## src/rtl/secded_uart_rx_pkg.sv

```systemverilog
// Shared definitions for the SECDED UART receiver: timing default, receiver
// states, extended Hamming (8,4) codeword layout and its encode/decode functions.
package secded_uart_rx_pkg;

  localparam int BIT_CYCLES_DEF = 434;

  // Codeword bit index = Hamming position - 1; p0 is the overall parity bit.
  localparam int C_P1 = 0;
  localparam int C_P2 = 1;
  localparam int C_D0 = 2;
  localparam int C_P4 = 3;
  localparam int C_D1 = 4;
  localparam int C_D2 = 5;
  localparam int C_D3 = 6;
  localparam int C_P0 = 7;

  typedef enum logic [1:0] {
    ST_IDLE,
    ST_START,
    ST_DATA,
    ST_STOP
  } rx_state_e;

  typedef struct packed {
    logic [3:0] data;
    logic       single_err;
    logic       double_err;
  } dec_t;

  function automatic logic [7:0] hamming_encode(input logic [3:0] d);
    logic [7:0] c;
    c       = '0;
    c[C_D0] = d[0];
    c[C_D1] = d[1];
    c[C_D2] = d[2];
    c[C_D3] = d[3];
    c[C_P1] = d[0] ^ d[1] ^ d[3];
    c[C_P2] = d[0] ^ d[2] ^ d[3];
    c[C_P4] = d[1] ^ d[2] ^ d[3];
    c[C_P0] = ^c[6:0];
    return c;
  endfunction

  function automatic dec_t hamming_decode(input logic [7:0] code);
    logic [7:0] c;
    logic [2:0] s;
    logic       p;
    dec_t       r;
    c    = code;
    s[0] = c[0] ^ c[2] ^ c[4] ^ c[6];
    s[1] = c[1] ^ c[2] ^ c[5] ^ c[6];
    s[2] = c[3] ^ c[4] ^ c[5] ^ c[6];
    p    = ^code;
    r    = '0;
    // Odd overall parity means one flipped bit; s=0 then points at p0 itself.
    if (p) begin
      r.single_err = 1'b1;
      if (s != 3'd0) c[s - 3'd1] = ~c[s - 3'd1];
    end else if (s != 3'd0) begin
      r.double_err = 1'b1;
    end
    r.data = {c[C_D3], c[C_D2], c[C_D1], c[C_D0]};
    return r;
  endfunction

endpackage

```

## src/rtl/secded_uart_rx_uart_rx.sv

```systemverilog
// 8N1 UART receiver: 2-flop synchronizer, start-bit glitch rejection,
// centre sampling of 8 data bits LSB first, stop-bit check.
module uart_rx
  import secded_uart_rx_pkg::*;
#(
  parameter int BIT_CYCLES = BIT_CYCLES_DEF
) (
  input  logic       clk,
  input  logic       rst_n,
  input  logic       i_rx_serial,
  output logic [7:0] o_data,
  output logic       o_valid,
  output logic       o_frame_err
);

  localparam int CW = $clog2(BIT_CYCLES);
  localparam logic [CW-1:0] HALF_LAST = CW'(BIT_CYCLES / 2 - 1);
  localparam logic [CW-1:0] FULL_LAST = CW'(BIT_CYCLES - 1);

  logic [1:0]    r_sync;
  logic          r_line_prev;
  rx_state_e     r_state;
  logic [CW-1:0] r_cnt;
  logic [2:0]    r_bit;
  logic [7:0]    r_shift;
  logic [7:0]    r_data;
  logic          r_valid;
  logic          r_ferr;

  logic          w_line;
  rx_state_e     w_state_nxt;
  logic [CW-1:0] w_cnt_nxt;
  logic [2:0]    w_bit_nxt;
  logic [7:0]    w_shift_nxt;
  logic [7:0]    w_data_nxt;
  logic          w_valid_nxt;
  logic          w_ferr_nxt;

  assign w_line = r_sync[1];

  // NOTE: every signal gets a default before the case so no path leaves one unassigned (no latches).
  always_comb begin
    w_state_nxt = r_state;
    w_cnt_nxt   = r_cnt;
    w_bit_nxt   = r_bit;
    w_shift_nxt = r_shift;
    w_data_nxt  = r_data;
    w_valid_nxt = 1'b0;
    w_ferr_nxt  = 1'b0;
    case (r_state)
      ST_IDLE: begin
        if (r_line_prev && !w_line) begin
          w_state_nxt = ST_START;
          w_cnt_nxt   = '0;
        end
      end
      ST_START: begin
        if (r_cnt == HALF_LAST) begin
          w_cnt_nxt   = '0;
          w_bit_nxt   = '0;
          w_state_nxt = w_line ? ST_IDLE : ST_DATA;
        end else begin
          w_cnt_nxt = r_cnt + CW'(1);
        end
      end
      ST_DATA: begin
        if (r_cnt == FULL_LAST) begin
          w_cnt_nxt   = '0;
          w_shift_nxt = {w_line, r_shift[7:1]};
          w_bit_nxt   = r_bit + 3'd1;
          if (r_bit == 3'd7) w_state_nxt = ST_STOP;
        end else begin
          w_cnt_nxt = r_cnt + CW'(1);
        end
      end
      ST_STOP: begin
        if (r_cnt == FULL_LAST) begin
          w_cnt_nxt   = '0;
          w_state_nxt = ST_IDLE;
          if (w_line) begin
            w_data_nxt  = r_shift;
            w_valid_nxt = 1'b1;
          end else begin
            w_ferr_nxt = 1'b1;
          end
        end else begin
          w_cnt_nxt = r_cnt + CW'(1);
        end
      end
      default: w_state_nxt = ST_IDLE;
    endcase
  end

  // NOTE: sequential state uses non-blocking assignments so all flops update together.
  always_ff @(posedge clk) begin
    if (!rst_n) begin
      r_sync      <= 2'b11;
      r_line_prev <= 1'b1;
      r_state     <= ST_IDLE;
      r_cnt       <= '0;
      r_bit       <= '0;
      r_shift     <= '0;
      r_data      <= '0;
      r_valid     <= 1'b0;
      r_ferr      <= 1'b0;
    end else begin
      r_sync      <= {r_sync[0], i_rx_serial};
      r_line_prev <= w_line;
      r_state     <= w_state_nxt;
      r_cnt       <= w_cnt_nxt;
      r_bit       <= w_bit_nxt;
      r_shift     <= w_shift_nxt;
      r_data      <= w_data_nxt;
      r_valid     <= w_valid_nxt;
      r_ferr      <= w_ferr_nxt;
    end
  end

  assign o_data      = r_data;
  assign o_valid     = r_valid;
  assign o_frame_err = r_ferr;

endmodule

```

## src/rtl/secded_uart_rx.sv

```systemverilog
// Top level: UART byte receiver feeding a combinational SECDED (8,4) decoder,
// plus the matching combinational encoder for the transmit side.
module secded_uart_rx
  import secded_uart_rx_pkg::*;
#(
  parameter int BIT_CYCLES = BIT_CYCLES_DEF
) (
  input  logic       clk,
  input  logic       rst_n,
  input  logic       rx_serial,
  input  logic [3:0] enc_data_in,
  output logic [7:0] enc_code_out,
  output logic [7:0] rx_data,
  output logic       rx_ready,
  output logic       frame_err,
  output logic [3:0] dec_data,
  output logic       single_error,
  output logic       double_error
);

  logic [7:0] w_rx_data;
  dec_t       w_dec;

  uart_rx #(
    .BIT_CYCLES(BIT_CYCLES)
  ) u_uart_rx (
    .clk        (clk),
    .rst_n      (rst_n),
    .i_rx_serial(rx_serial),
    .o_data     (w_rx_data),
    .o_valid    (rx_ready),
    .o_frame_err(frame_err)
  );

  assign w_dec        = hamming_decode(w_rx_data);
  assign rx_data      = w_rx_data;
  assign dec_data     = w_dec.data;
  assign single_error = w_dec.single_err;
  assign double_error = w_dec.double_err;
  assign enc_code_out = hamming_encode(enc_data_in);

endmodule

```

## config.mk

```make
export PLATFORM = sky130hd
export DESIGN_NAME = secded_uart_rx
export DESIGN_NICKNAME = d
export VERILOG_FILES = /design/src/rtl/secded_uart_rx_pkg.sv /design/src/rtl/secded_uart_rx_uart_rx.sv /design/src/rtl/secded_uart_rx.sv
export SDC_FILE = /design/constraint.sdc
export NUM_CORES = 1
export LEC_CHECK = 0
export ABC_CLOCK_PERIOD_IN_PS = 2900
export BUFFER_PORTS_ARGS = -buffer_cell sky130_fd_sc_hd__buf_2
export CAP_MARGIN = 20
export CORE_MARGIN = 5
export CORE_UTILIZATION = 51
export DETAILED_ROUTE_END_ITERATION = 10
export PLACE_DENSITY = 0.76
export SLEW_MARGIN = 40
export SYNTH_ARGS = -nofsm -noshare
export SYNTH_HDL_FRONTEND = slang
export SYNTH_SLANG_ARGS = --single-unit
```

## constraint.sdc

```tcl
create_clock -name clk -period 2.9 [get_ports clk]
set_input_delay 0.58 -clock clk [delete_from_list [all_inputs] [get_ports clk]]
set_output_delay 0.58 -clock clk [all_outputs]
set_load 0.005 [all_outputs]
```

==> metrics <==
number of buffers added by the clock tree synthesis step=5; YS warnings=0; Clock Root Buffer=clkbuf_8; remaining routing DRC violations=0; Pleak=about 0.0010 µW; total power per unit cell area=around 400 mW/mm²; Period minus WS final=3274 ps; routed wire length=4.293 mm; met3 demand-to-capacity share in global routing=~4.8%; top flip-flop cell by instance count after synthesis=dfxtp_1; sequential fraction of design power=between 50% and 60%; CP max FO=3; total clock sinks=35; outcome=complete, but fails checks; floorplan die width=~74 µm; violations in the final reports=setup timing; TritonCTS clock tree=built; remaining global-route overflow=0; Starting Density=between 50% and 60%; net count of the mapped netlist=270; Starting DRT DRC Count=39; vertical die dimension=73.74 µm; layout overhead on the synthesized area=19.02%; floorplan die area=about 0.0054 mm²; insertion delay of the later-clocked pin in the worst-skew pair=approximately 290 ps; Net Sw Power=239.4 µW; Hold Crit Class=reg -> reg; CTS H-tree lvls=2; ANT cells=0; via count of the first global-routing pass=1,652; Final Cycle Share=112.9%; final cell count without fillers=340; number of placed cells counting well taps=327; ANT nets after route=0; average cell area after synthesis=between 8 and 9 µm²; R2R depth=8; mean number of vias per cell=5.376; met2 usage=between 20% and 30%; kind of launch point of the worst setup path=flop; internal power of the cells=between 700 and 800 µW; max-capacitance violation count=0; Most Crowded Layer GR=met2; sequential cell area fraction in the yosys report=around a third; share of async-settable or async-resettable flops after synthesis=0%; Gate Count Post-Synth=253; Critical Setup Path Class=reg -> out; setup slack after layout=-374.0 ps; fin. max-slew vios=0; Gate power share=10.6%; most used standard cells in the synthesized netlist=53 x nand2_1, 35 x dfxtp_1, 28 x a21oi_1; Peak VDD IR=roughly 0.0003 V; final count of hold timing violations=0; arrival time reported for the critical path endpoint=between 2000 and 3000 ps; proportion of power drawn by the clock network=39.2%; Max Freq=0.3054 GHz; IO Port Bufs=30; Yosys reg bits=35; area of the mapped netlist=slightly above 0.002 mm²; setup repair after global routing missed its margin=true; core region area=approximately 0.004 mm²; share of cells above drive strength 1=between 20% and 30%; final routed wire length divided by cell count=between 10 and 15 µm; antenna violations before repair=0; required time of the worst setup path=between 2000 and 2500 ps; Worst slew margin=between 60% and 70%; switching share of power=24.34%; placed cell area=about 0.0023 mm²; clock transition at the register clock pins on the worst setup and hold paths after CTS=70 ps; worst-case clock skew=around 5.1 ps; I/O pins=31; number of synthesized flops with an enable pin=0; Setup violations, final=3; hold path depth=1; kind of end point of the critical path=output pin; vias post-DR=~1,800; buffer levels on the longest clock path=2; wire length of the first global-routing pass=7.141 mm; Yosys top cell area share=33.82%; Finished Cell Area=approximately 0.0025 mm²; weighted congestion reported at the end of routability-driven placement=approximately 0.87; number of nets in the layout=a little over 300; most instantiated library cell after synthesis=nand2_1; global-route total usage across every layer=between 10% and 20%; detailed-placement wirelength estimate=between 3 and 4 mm; met1 Usage GRT=between 10% and 20%; Tightest Pin Transition=approximately 550 ps; cell type contributing the most total cell area after synthesis=dfxtp_1; count of distinct cell types in the synthesized netlist=between 40 and 50; largest net degree at the start of global routing=32; final total power=983.6 µW; Site Rows=23; dominant cells by area after synthesis=dfxtp_1 34%, nand2_1 9.6%, a21oi_1 6.8%; drt pass-1 iters=4
-- critical path: stages, from the launching register on --
cell      delay, ps
dfxtp_2         330
xnor3_2         450
xnor2_2         220
nor2_1           80
ha_1            330
a31o_4          240
o21bai_4        180
o22ai_4         140
buf_4           140
buf_6            80
mux2_4          130
buf_6            80
-- power by group through the flow --
stage / logic (µW) / registers (µW) / clock network [µW]
CTS: 105 / 493 / 402
finish: 104 / 493 / 386
global route: 121 / 494 / 419
global placement: 102 / 504 / 0
floorplan: 75.7 / 502 / 0
detailed placement: 105 / 504 / 0
-- layer usage --
layer | share of wire [%] | vias to the layer above
li1 | - | 925
met1 | 44 | 848
met2 | 49 | 47
met3 | 5.6 | 8
met4 | 1.1 | 0
met5 | 0 | -
-- flip-flops by register name, summed over array words and instances, names as in the netlist, named ones only --
signal / flops
u_uart_rx.r_state: 1
u_uart_rx.r_shift: 8
u_uart_rx.r_line_prev: 1
u_uart_rx.o_frame_err: 1
u_uart_rx.r_sync: 2
u_uart_rx.o_valid: 1
u_uart_rx.r_cnt: 9
u_uart_rx.o_data: 8
u_uart_rx.r_bit: 3
-- logic make-up after synthesis --
family,share of synthesized area (%)
simple gates,24.76
compound gates,14.86
flops,33.82
buf+inv,6.280
xor+xnor,12.20
fa+ha+maj,6.039
mux,2.053
-- layout make-up --
class | count | area [µm²]
fill | 343 | 1505
timing repair buffer | 44 | 271.5
clock buffer | 8 | 100.1
inverter | 10 | 37.54
multi-input combinational | 193 | 1290
tap | 50 | 62.56
sequential | 35 | 704.4
-- per-stage QoR --
| step | hold slack [ps] | utilization [%] | worst slack (ps) | TNS, ps |
|---|---|---|---|---|
| floorplan | 386.3 | - | 0.2693 | 0 |
| global placement | 393.2 | 56.90 | 105.3 | 0 |
| detailed placement | 396.9 | 56.90 | -0.007772 | -0.007772 |
| CTS | 422.0 | 60.52 | -250.7 | -618.5 |
| global route | 433.0 | 62.10 | -476.8 | -1507 |
| finish | 417.9 | 62.10 | -374.0 | -1082 |
-- final timing paths --
path | from | end | slack [ps]
min | u_uart_rx.r_sync[0]$_SDFF_PN1_ | u_uart_rx.r_sync[1]$_SDFF_PN1_ | 420
max reg2reg | u_uart_rx.r_cnt[0]$_SDFFE_PN0N_ | u_uart_rx.r_cnt[8]$_SDFFE_PN0N_ | 740
max | u_uart_rx.o_data[4]$_SDFFE_PN0P_ | dec_data[2] | -370
min reg2reg | u_uart_rx.r_sync[0]$_SDFF_PN1_ | u_uart_rx.r_sync[1]$_SDFF_PN1_ | 420
-- layout by cell type, fill, tap and decap left out, types with 3 or more instances in the layout --
cell type,netlist,routed
nand2_1,53,53
dfxtp_1,35,32
a21oi_1,28,28
buf_2,2,28
nor2_1,16,16
buf_4,7,13
xnor2_1,11,11
ha_1,10,10
inv_1,10,9
clkbuf_8,0,7
nand3_1,6,6
o21ai_0,6,5
xor2_1,4,4
xnor2_2,3,3
or2_2,3,3
nor3_1,4,3
and3_1,3,3
nor4bb_1,3,3
nand2b_1,3,3
a311oi_1,3,3
nand3b_1,3,3
buf_6,1,3
dfxtp_2,0,3
-- repair_timing --
item / in CTS / in global routing
pin swaps: 2 / 5
hold buffers: 0 / 0
setup buffers: 2 / 3
endpoints found under the setup margin: 3 / 4
resized for setup: 7 / 8
(Power assumes the default switching activity.)
